### config.mk
export PLATFORM = sky130hd
export DESIGN_NAME = if_stage
export DESIGN_NICKNAME = d
export VERILOG_FILES = /design/src/rtl/cpu_defs_pkg.sv /design/src/rtl/if_stage_if_id_reg.sv /design/src/rtl/if_stage.sv
export SDC_FILE = /design/constraint.sdc
export NUM_CORES = 1
export LEC_CHECK = 0
export CAP_MARGIN = 15
export CORE_MARGIN = 8
export CORE_UTILIZATION = 52
export CTS_BUF_LIST = sky130_fd_sc_hd__clkbuf_8
export DETAILED_ROUTE_END_ITERATION = 16
export GPL_TIMING_DRIVEN = 0
export PLACE_DENSITY = 0.87
export RECOVER_POWER = 50
export REMOVE_ABC_BUFFERS = 1
export SLEW_MARGIN = 40
export SYNTH_ARGS = -nofsm -noshare
export SYNTH_HDL_FRONTEND = slang
export SYNTH_SLANG_ARGS = --single-unit
### constraint.sdc
create_clock -name clk -period 10.7 [get_ports clk]
set_input_delay 2.14 -clock clk [delete_from_list [all_inputs] [get_ports clk]]
set_output_delay 2.14 -clock clk [all_outputs]
set_load 0.01 [all_outputs]
### src/rtl/cpu_defs_pkg.sv
`default_nettype none
// ============================================================================
// Module   : cpu_defs (package)
// Purpose  : Shared encodings and defaults for the five-stage MIPS pipeline.
//            Holds the bubble encoding, the reset PC and halt word defaults,
//            the fetch-state encoding and a small PC increment helper.
// Revision : 1.0 - initial release
// ============================================================================
package cpu_defs;

  // Encoding of an empty ID slot; an all-zero word is sll $0,$0,0
  localparam logic [31:0] NOP_WORD             = 32'h0000_0000;

  // Defaults used by the fetch stage parameters
  localparam logic [31:0] DEFAULT_RESET_PC     = 32'h0000_0000;
  localparam logic [31:0] DEFAULT_HALT_WORD    = 32'hFFFF_FFFF;
  localparam int          DEFAULT_DRAIN_CYCLES = 4;

  // Fetch control states
  typedef enum logic [1:0] {
    FS_RUN    = 2'd0,
    FS_DRAIN  = 2'd1,
    FS_HALTED = 2'd2
  } fetch_state_e;

  // Sequential PC increment; wraps modulo 2^32 by construction
  function automatic logic [31:0] pc_plus4(input logic [31:0] pc);
    return pc + 32'd4;
  endfunction

endpackage : cpu_defs
`default_nettype wire

### src/rtl/if_stage_if_id_reg.sv
`default_nettype none
// ============================================================================
// Module   : if_id_reg
// Purpose  : IF/ID pipeline register. Loads either the fetched word with its
//            PC+4 (valid) or a bubble, but only when the load enable is high;
//            with the enable low it holds, even across a requested bubble.
// Revision : 1.0 - initial release
// ============================================================================
module if_id_reg
  import cpu_defs::*;
(
  input  logic        clk,
  input  logic        reset,
  input  logic        en,
  input  logic        bubble,
  input  logic [31:0] pc4_in,
  input  logic [31:0] instr_in,
  output logic [31:0] pc4,
  output logic [31:0] instr,
  output logic        valid
);

  logic [31:0] r_pc4;
  logic [31:0] r_instr;
  logic        r_valid;

  // Enable-gated load of either the fetched instruction or a bubble
  always_ff @(posedge clk or posedge reset) begin
    if (reset) begin
      r_pc4   <= 32'h0;
      r_instr <= NOP_WORD;
      r_valid <= 1'b0;
    end else if (en) begin
      if (bubble) begin
        r_pc4   <= 32'h0;
        r_instr <= NOP_WORD;
        r_valid <= 1'b0;
      end else begin
        r_pc4   <= pc4_in;
        r_instr <= instr_in;
        r_valid <= 1'b1;
      end
    end
  end

  assign pc4   = r_pc4;
  assign instr = r_instr;
  assign valid = r_valid;

endmodule : if_id_reg
`default_nettype wire

### src/rtl/if_stage.sv
`default_nettype none
// ============================================================================
// Module   : if_stage
// Purpose  : Instruction fetch stage. Owns the PC, the next-PC selection
//            (sequential / redirect / hold) and the halt-drain controller,
//            and feeds the IF/ID pipeline register.
// Revision : 1.0 - initial release
// ============================================================================
module if_stage
  import cpu_defs::*;
#(
  parameter logic [31:0] RESET_PC     = DEFAULT_RESET_PC,
  parameter logic [31:0] HALT_WORD    = DEFAULT_HALT_WORD,
  parameter int          DRAIN_CYCLES = DEFAULT_DRAIN_CYCLES
) (
  input  logic        clk,
  input  logic        reset,
  input  logic        PCWrite,
  input  logic        IF_ID_Write,
  input  logic        Redirect,
  input  logic [31:0] RedirectTarget,
  output logic [31:0] ImemAddr,
  input  logic [31:0] ImemData,
  output logic [31:0] IF_ID_PC4,
  output logic [31:0] IF_ID_Instr,
  output logic        IF_ID_Valid,
  output logic        Halted
);

  // State encodings, mirrored from the shared fetch-state enum
  localparam logic [1:0] ST_RUN    = FS_RUN;
  localparam logic [1:0] ST_DRAIN  = FS_DRAIN;
  localparam logic [1:0] ST_HALTED = FS_HALTED;

  // Drain length reload value (legal range 1..15 fits the 4-bit counter)
  localparam logic [3:0] DRAIN_INIT = 4'(DRAIN_CYCLES);

  logic [31:0] r_pc;
  logic [1:0]  r_state;
  logic [3:0]  r_cnt;

  logic [31:0] w_pc_next;
  logic [1:0]  w_state_next;
  logic [3:0]  w_cnt_next;
  logic        w_bubble;
  logic [31:0] w_pc4;
  logic        w_is_halt;

  assign w_pc4     = pc_plus4(r_pc);
  assign w_is_halt = (ImemData == HALT_WORD);

  // Next-PC selection, halt detection and drain countdown
  always_comb begin
    w_pc_next    = r_pc;
    w_state_next = r_state;
    w_cnt_next   = r_cnt;
    w_bubble     = 1'b1;

    case (r_state)
      ST_RUN: begin
        w_bubble = 1'b0;
        // With PCWrite low the ID instruction is stalled and unresolved,
        // so neither a redirect nor a halt word may be acted on yet.
        if (PCWrite) begin
          if (Redirect) begin
            // Redirect wins over a halt word sitting in the branch shadow
            w_pc_next = RedirectTarget;
            w_bubble  = 1'b1;
          end else if (w_is_halt) begin
            w_bubble     = 1'b1;
            w_cnt_next   = DRAIN_INIT;
            w_state_next = ST_DRAIN;
          end else begin
            w_pc_next = w_pc4;
          end
        end
      end

      ST_DRAIN: begin
        // PC frozen; the counter runs down regardless of the hazard enables
        if (r_cnt <= 4'd1) begin
          w_cnt_next   = 4'd0;
          w_state_next = ST_HALTED;
        end else begin
          w_cnt_next = r_cnt - 4'd1;
        end
      end

      ST_HALTED: begin
        w_cnt_next = 4'd0;
      end

      default: begin
        w_cnt_next   = 4'd0;
        w_state_next = ST_RUN;
      end
    endcase
  end

  // PC, fetch state and drain counter
  always_ff @(posedge clk or posedge reset) begin
    if (reset) begin
      r_pc    <= RESET_PC;
      r_state <= ST_RUN;
      r_cnt   <= 4'd0;
    end else begin
      r_pc    <= w_pc_next;
      r_state <= w_state_next;
      r_cnt   <= w_cnt_next;
    end
  end

  if_id_reg u_if_id_reg (
    .clk      (clk),
    .reset    (reset),
    .en       (IF_ID_Write),
    .bubble   (w_bubble),
    .pc4_in   (w_pc4),
    .instr_in (ImemData),
    .pc4      (IF_ID_PC4),
    .instr    (IF_ID_Instr),
    .valid    (IF_ID_Valid)
  );

  assign ImemAddr = r_pc;
  assign Halted   = (r_state == ST_HALTED);

endmodule : if_stage
`default_nettype wire

* Word level (Yosys, flattened, before mapping) *
Cells that the tools add are included.

word-level totals
  flip-flop bits (word level) = 103
  input bits = 69
  output and inout port bits = 98
  word-level logic and storage cells = 41

operators by class
  $add $sub $neg = 2
  $lt $le $gt $ge = 1
  equality and inequality tests = 8
  multiplexer cells = 19
  bitwise gates (word level) = 1
  reduce and logical (&&, ||, !) cells = 4

operators with widths
  cell                                                  number
  two-way mux 32 bit                                    4
  adder 32 x 3 -> 32 bit (second input constant)        1
  == test 32 bit (second input constant)                1
  two-way mux 4 bit                                     4
  inequality test 2 bit (second input constant)         5
  two-way mux 2 bit                                     4
  case mux 4 bit (2 select lines)                       1
  case mux 2 bit (3 select lines)                       1
  AND reduction 3 bit                                   2
  two-way mux 1 bit                                     5
  AND reduction 5 bit                                   1
  <= comparator 4 x 1 -> 1 bit (second input constant)  1
  subtractor 4 x 1 -> 4 bit (second input constant)     1
  == test 2 x 1 -> 1 bit (second input constant)        1
  == test 2 bit (second input constant)                 1
  logical NOT 2 bit                                     1
  inverter 1 bit                                        1

* Logic depth before layout (Yosys ltp) *
Gate-level depths: netlist of run 1.

  depth in word-level cells = 6
  depth in mapped cells = 8
  gate-level depth less buffers = 7

* Cells and area by module *
From an unflattened synthesis of run 1, not the netlist that was laid out.

unflattened totals
  cells, all modules = 516
  area, all modules = 5410.2 um^2

by module, submodules not included
  module     instances  cells an instance  area an instance (um^2)  sequential area each (um^2)
  if_stage   1          368                3064.2                   950.9
  if_id_reg  1          148                2346.0                   1626.6

* Worst setup path after synthesis of run 1 *
No wires, ideal clock.

  path type = input -> register
  start point = input port ImemData[15]
  end point = register u_if_id_reg.r_instr[0] (netlist: u_if_id_reg.instr[0])
  library setup time = 0.121 ns
  arrival time = 3.617 ns
  required time = 10.579 ns
  path slack = 6.962 ns
  stages = 7
  buffers on the path = 2
  path through = nand4_1 -> nor4_4 -> a21oi_2 -> o211a_1 -> buf_6 -> buf_6 -> a22o_1

between the ends
  longest elaborated chain between the ends = 6

RTL lines
  element               RTL line                  text
  from (decl)           if_stage.sv:23            input logic [31:0] ImemData,
  == test 32 bit        if_stage.sv:50            assign w_is_halt = (ImemData == HALT_WORD);
  two-way mux 1 bit     if_stage.sv:69            end else if (w_is_halt) begin
  two-way mux 1 bit     if_stage.sv:65            if (Redirect) begin
  two-way mux 1 bit     if_stage.sv:64            if (PCWrite) begin
  two-way mux 1 bit     if_stage.sv:59            case (r_state)
  two-way mux 32 bit    if_stage_if_id_reg.sv:34  if (bubble) begin
  to (signal assigned)  if_stage_if_id_reg.sv:40  r_instr <= instr_in;
  to (decl)             if_stage_if_id_reg.sv:24  logic [31:0] r_instr;

No other way between the ends.
A chain may end at the register's enable or synchronous reset.

* Worst setup path after layout of run 1 *
  start point = input port ImemData[15]
  end point = register u_if_id_reg.r_instr[7] (netlist: u_if_id_reg.instr[7])

Same word-level chain as after synthesis.

==> results of run 1 <==
## final timing paths
kind,end,from,slack (ps),cells past startpoint
min in group asynchronous,u_if_id_reg.instr[25]$_DFFE_PP0P_,reset,2470,2
max in group asynchronous,u_if_id_reg.pc4[27]$_DFFE_PP0P_,reset,7350,3
max reg2reg,ImemAddr[30]$_DFFE_PP0P_,ImemAddr[2]$_DFFE_PP0P_,7910,6
min reg2reg,u_if_id_reg.pc4[30]$_DFFE_PP0P_,u_if_id_reg.pc4[30]$_DFFE_PP0P_,510,1
max,u_if_id_reg.instr[7]$_DFFE_PP0P_,ImemData[15],6160,9
min,u_if_id_reg.pc4[30]$_DFFE_PP0P_,u_if_id_reg.pc4[30]$_DFFE_PP0P_,510,1
## routing by layer
| layer | vias up | global-route usage [%] | wire length (um) |
|---|---|---|---|
| li1 | 2244 | - | - |
| met1 | 2494 | 32.3 | 7040 |
| met2 | 254 | 42.4 | 8700 |
| met3 | 21 | 6.11 | 1750 |
| met4 | 0 | 8.28 | 253 |
| met5 | - | 0 | 0 |
## cells by family (layout without fill, tap and decap cells)
group	after synthesis	in the layout	share of synthesized area, %
compound gates	163	163	23.2
simple gates	146	146	15.4
flops	103	103	48.6
buf+inv	57	208	5.19
xor+xnor	29	29	4.79
mux	11	11	2.08
fa+ha+maj	3	3	0.707
## power by group through the flow
stage          combinational (W)  clock, W  sequential (W)
6_report               0.0000609  0.000256        0.000393
5_1_grt                0.0000651  0.000276        0.000393
4_1_cts                0.0000613  0.000258        0.000393
3_5_place_dp           0.0000609         0        0.000400
3_3_place_gp           0.0000568         0        0.000400
2_1_floorplan          0.0000177         0        0.000400
## layout make-up
type,count,area (um^2),area share [%]
Sequential cell,103,2580,35.5
Tap cell,136,170,2.34
Clock buffer,9,124,1.71
Multi-Input combinational cell,352,2470,34.0
Timing Repair Buffer,177,1790,24.6
Clock inverter,7,78.8,1.09
Inverter,15,60.1,0.827
## sequential cells by signal, indices dropped and copies added, names as in the netlist
register / cells
ImemAddr: 32
r_cnt: 4
r_state: 2
u_if_id_reg.instr: 32
u_if_id_reg.pc4: 32
u_if_id_reg.valid: 1
## synth_stat cells, types with 4 or more instances
library cell and instances:
a2111oi_0 5, a211oi_1 5, a21oi_1 26, a22o_1 62, a32oi_1 7, and2_1 7, and3_1 7, and4_1 6
buf_2 7, buf_6 7, clkbuf_1 28, dfrtp_1 103, inv_1 15, mux2i_1 11, nand2_1 39, nand3_1 14
nand4_1 21, nor2_1 13, nor3_1 10, nor4_1 7, o211ai_1 5, o21a_1 5, o21ai_0 10, o22a_1 4
o22ai_1 14, or3_1 6, or4_1 5, xnor2_1 17, xor2_1 12
## critical path, stage by stage
cell and delay (ps):
clkdlybuf4s50_1 500, nand4_1 200, nor4_4 480, buf_4 260, buf_4 190, a21oi_2 170
o211a_4 400, buf_12 210, a22o_1 240
## metrics by stage
stage,power (W),cells
floorplan,0.000418,470
global placement,0.000457,772
detailed placement,0.000461,783
CTS,0.000712,799
global route,0.000734,799
finish,0.000710,799
==> reports/metrics.csv, run 1 <==
metric,value,unit
status,completed,
total gr overflow,0,
WL per Instance,22.2,um
Critical Path End Type,register,
num rows,37,
Worst-path clk slew,110,ps
Place WS,5800,ps
ys async rst share,100,%
Critical Path RT,10980,ps
Layout area overhead,36.9,%
pin count of the biggest net entering global routing,78,
final wirelength,17700,um
Vias,5013,
Finished Core Util,72.0,%
Tot GR Track Use,25.6,%
most frequent cells in the layout,"clkdlybuf4s50_1 (116), dfrtp_1 (103), a22o_1 (62)",
Final WS setup,6160,ps
CP Max Fanout,43,
Synth Cell Area,5310,um^2
cell taking the most area after synthesis,dfrtp_1,
clock buffer depth,2,
DRC viols,0,
Int Pwr,0.000532,W
initial core utilization,52.6,%
setup TNS,0,ps
part of the power in registers,55.3,%
max-cap violations,0,
number of global-route vias before repair,5006,
io pins,167,
Buffers on Ports,166,
"commonest non-fill, non-tap cell in the layout",clkdlybuf4s50_1,
Pwr Density,97.8,nW/um^2
worst hold path type,reg2reg,
Critical Path AT,4820,ps
register area share after synthesis,48.6,%
YS warnings,0,
part of the power in the clock network,36.1,%
Chip Width,117,um
vias per cell,6.27,
die area,13700,um^2
Synth top area share,48.6,%
fill count,737,
max-slew violation count,0,
core footprint,10100,um^2
Skew-Pair Late Insertion Delay,390,ps
area of placed instances,7070,um^2
H-tree levels,3,
root buffer cell,clkbuf_8,
drt pass-1 iters,4,
Post-CTS Setup Inserts,0,
share of cells above drive strength 1,5.73,%
DRT iter0 DRCs,542,
post-CTS sizing,0,
Final Setup Violations,0,
initial antenna violation count,0,
Cell variety after synth,51,
Seq cells post-synth,103,
CP startpoint kind,input pin,
Peak supply drop,58.7,uV
global placement routability congestion,0.874,
TritonCTS clock tree,yes,
final hold violations,0,
# hold bufs at CTS,0,
"top cells by area, synth","dfrtp_1 (49%), a22o_1 (10%), xnor2_1 (2.8%)",
total CTS buffers,9,
hold slack,508,ps
RSZ-0062 raised after global routing,false,
post-layout min period,4540,ps
clock skew,11.8,ps
Die H,117,um
Static Leak,3.18,nW
final instance area,7260,um^2
Mean Syn Cell Area,10.4,um^2
nets,730,
Comb power frac,8.6,%
WS Path Type,in2reg,
top_reg_cell synth,dfrtp_1,
CTS sink count,103,
P_sw,0.000178,W
Post-synth EDFFs,0,
Gate Count Post-Synth,512,
Worst-Margin Slew,1240,ps
Tcrit/Tclk final,42.5,%
antenna diode count,0,
Max Clk Rate,0.220,GHz
dpl hpwl,12900,um
first-pass GRT wire length,26900,um
Net Sw Frac,25.1,%
worst relative slew slack,16.8,%
DRT antenna net count,0,
No activity file was read; power rests on OpenSTA's default activity.
==> run 2: changes to the inputs <==
--- a/config.mk
+++ b/config.mk
@@ -7,11 +7,11 @@
 export LEC_CHECK = 0
 export CAP_MARGIN = 15
 export CORE_MARGIN = 8
-export CORE_UTILIZATION = 52
+export CORE_UTILIZATION = 44
 export CTS_BUF_LIST = sky130_fd_sc_hd__clkbuf_8
 export DETAILED_ROUTE_END_ITERATION = 16
 export GPL_TIMING_DRIVEN = 0
-export PLACE_DENSITY = 0.87
+export PLACE_DENSITY = 0.78
 export RECOVER_POWER = 50
 export REMOVE_ABC_BUFFERS = 1
 export SLEW_MARGIN = 40
==> constraint.sdc (replaced) <==
create_clock -name clk -period 4 [get_ports clk]
set_input_delay 0.8 -clock clk [delete_from_list [all_inputs] [get_ports clk]]
set_output_delay 0.8 -clock clk [all_outputs]
set_load 0.01 [all_outputs]
==> run 2 against run 1 <==
The flow now finishes with violations (capacitance limit, slew limit). Flip-flop and latch count stayed put. Final cell count is 1.3% higher. Clock-buffer cell count is 2 higher. Sequential power grew to 2.7 times the previous value. Hold slack worse by 24 ps. Non-clock buffer count stayed put. Register-to-register slack worse by 6700 ps. Utilization is 11 points lower. Clock skew is 2.1 ps lower. Sequential share of layout area is 0.079 points lower. Global-route usage is 4.6 points lower. Largest cell class unchanged. Highest routed layer unchanged.
==> reports/metrics.csv, run 2 (synthesis gave the netlist of run 1 again) <==
metric,value,unit
Tot GR Track Use,21.0,%
Vias,4875,
CTS sink count,103,
Critical Path AT,3440,ps
R2R setup slack,1240,ps
total gr overflow,0,
RR Endpoint,ImemAddr[30]$_DFFE_PP0P_,
WL per Instance,21.0,um
DRT antenna net count,0,
cell count of the worst hold path,1,
total CTS buffers,9,
CP Max Fanout,42,
DRC viols,0,
"commonest non-fill, non-tap cell in the layout",clkdlybuf4s50_1,
die area,15800,um^2
antenna diode count,0,
Skew-Pair Late Insertion Delay,380,ps
CP startpoint kind,input pin,
first-pass GRT wire length,27000,um
max-cap violations,1,
Buffers on Ports,166,
clock buffer depth,2,
worst relative slew slack,-32.3,%
max-slew violation count,42,
Worst-Margin Slew,1970,ps
H-tree levels,3,
Critical Path End Type,register,
Peak supply drop,144,uV
drt pass-1 iters,5,
Reg2Reg Depth,6,
core footprint,11900,um^2
Chip Width,126,um
r2r startpoint,ImemAddr[2]$_DFFE_PP0P_,
post-CTS sizing,0,
# hold bufs at CTS,0,
WS Path Type,in2reg,
worst hold path type,reg2reg,
failing checks,"capacitance limit, slew limit",
Max Clk Rate,0.315,GHz
clock skew,9.73,ps
Worst Hold Launch,u_if_id_reg.valid$_DFFE_PP0P_,
root buffer cell,clkbuf_8,
Static Leak,3.18,nW
Final WS setup,827,ps
RSZ-0062 raised after global routing,false,
num rows,40,
initial antenna violation count,0,
share of cells above drive strength 1,5.59,%
Die H,126,um
final instance area,7280,um^2
dpl hpwl,12200,um
nets,730,
final wirelength,17000,um
number of global-route vias before repair,4929,
Critical Path RT,4260,ps
TritonCTS clock tree,yes,
Post-CTS Setup Inserts,0,
Pwr Density,262,nW/um^2
post-layout min period,3170,ps
Layout area overhead,37.2,%
global placement routability congestion,0.825,
status,"complete, but fails checks",
Final Setup Violations,0,
initial core utilization,44.5,%
WHS Endpoint,u_if_id_reg.valid$_DFFE_PP0P_,
Place WS,454,ps
vias per cell,6.03,
pin count of the biggest net entering global routing,63,
Worst-path clk slew,100,ps
most frequent cells in the layout,"clkdlybuf4s50_1 (116), dfrtp_1 (103), a22o_1 (62)",
Tcrit/Tclk final,79.3,%
final hold violations,0,
io pins,167,
area of placed instances,7080,um^2
DRT iter0 DRCs,420,
## run 2: cell types whose count changed in the layout (fill, tap and decap cells not counted), sizes merged
cell / previous run / this run
clkbuf: 9 / 11
inv: 17 / 15
clkinv: 1 / 0
## run 2: area by class of cell
cell class | count | area, um^2
Multi-Input combinational cell | 352 | 2470
Inverter | 15 | 60.1
Timing Repair Buffer | 177 | 1790
Clock buffer | 11 | 151
Tap cell | 147 | 184
Fill cell | 1009 | 4630
Sequential cell | 103 | 2580
Clock inverter | 4 | 53.8
## run 2: worst max-delay path by stage
| stage | startpoint | endpoint | slack, ps | depth (start not counted) |
|---|---|---|---|---|
| finish | ImemData[15] | u_if_id_reg.instr[14]$_DFFE_PP0P_ | 830 | 9 |
| global route | ImemData[2] | u_if_id_reg.instr[19]$_DFFE_PP0P_ | 740 | 9 |
| CTS | ImemData[2] | u_if_id_reg.instr[9]$_DFFE_PP0P_ | 840 | 9 |
| detailed placement | ImemData[2] | u_if_id_reg.instr[9]$_DFFE_PP0P_ | 450 | 9 |
| global placement | PCWrite | ImemAddr[31]$_DFFE_PP0P_ | -3210 | 6 |
| floorplan | PCWrite | ImemAddr[31]$_DFFE_PP0P_ | -260 | 5 |
## run 2: layer usage
metal / vias up / wire (um) / track usage (%)
li1: 2235 / - / -
met1: 2410 / 7460 / 27.6
met2: 216 / 8040 / 33.8
met3: 14 / 1260 / 4.73
met4: 0 / 189 / 6.72
met5: - / 0 / 0
## run 2: where the power goes
| group | internal (W) | leakage (nW) | switching [W] |
|---|---|---|---|
| registers | 0.00104 | 1.39 | 0.00000705 |
| clock network | 0.000323 | 0.0980 | 0.000371 |
| logic | 0.0000820 | 1.69 | 0.0000785 |
| total | 0.00145 | 3.18 | 0.000456 |
## run 2: stage by stage
| stage | total power [W] | std cells | hold slack [ps] | util [%] | setup TNS (ps) |
|---|---|---|---|---|---|
| 6_report | 0.00190 | 809 | 485 | 61.1 | 0 |
| 5_1_grt | 0.00197 | 809 | 523 | 61.1 | 0 |
| 4_1_cts | 0.00192 | 809 | 495 | 61.2 | 0 |
| 3_5_place_dp | 0.00123 | 794 | 472 | 59.4 | 0 |
| 3_3_place_gp | 0.00122 | 783 | 464 | 58.2 | -231630 |
| 2_1_floorplan | 0.00112 | 470 | 473 | - | -1960 |
## run 2: worst max-delay path: stages
cell and delay, ps:
clkdlybuf4s50_1 490, nand4_1 180, nor4_4 460, buf_4 250, buf_4 190, a21oi_2 180, o211a_4 410, buf_12 210
a22o_1 220
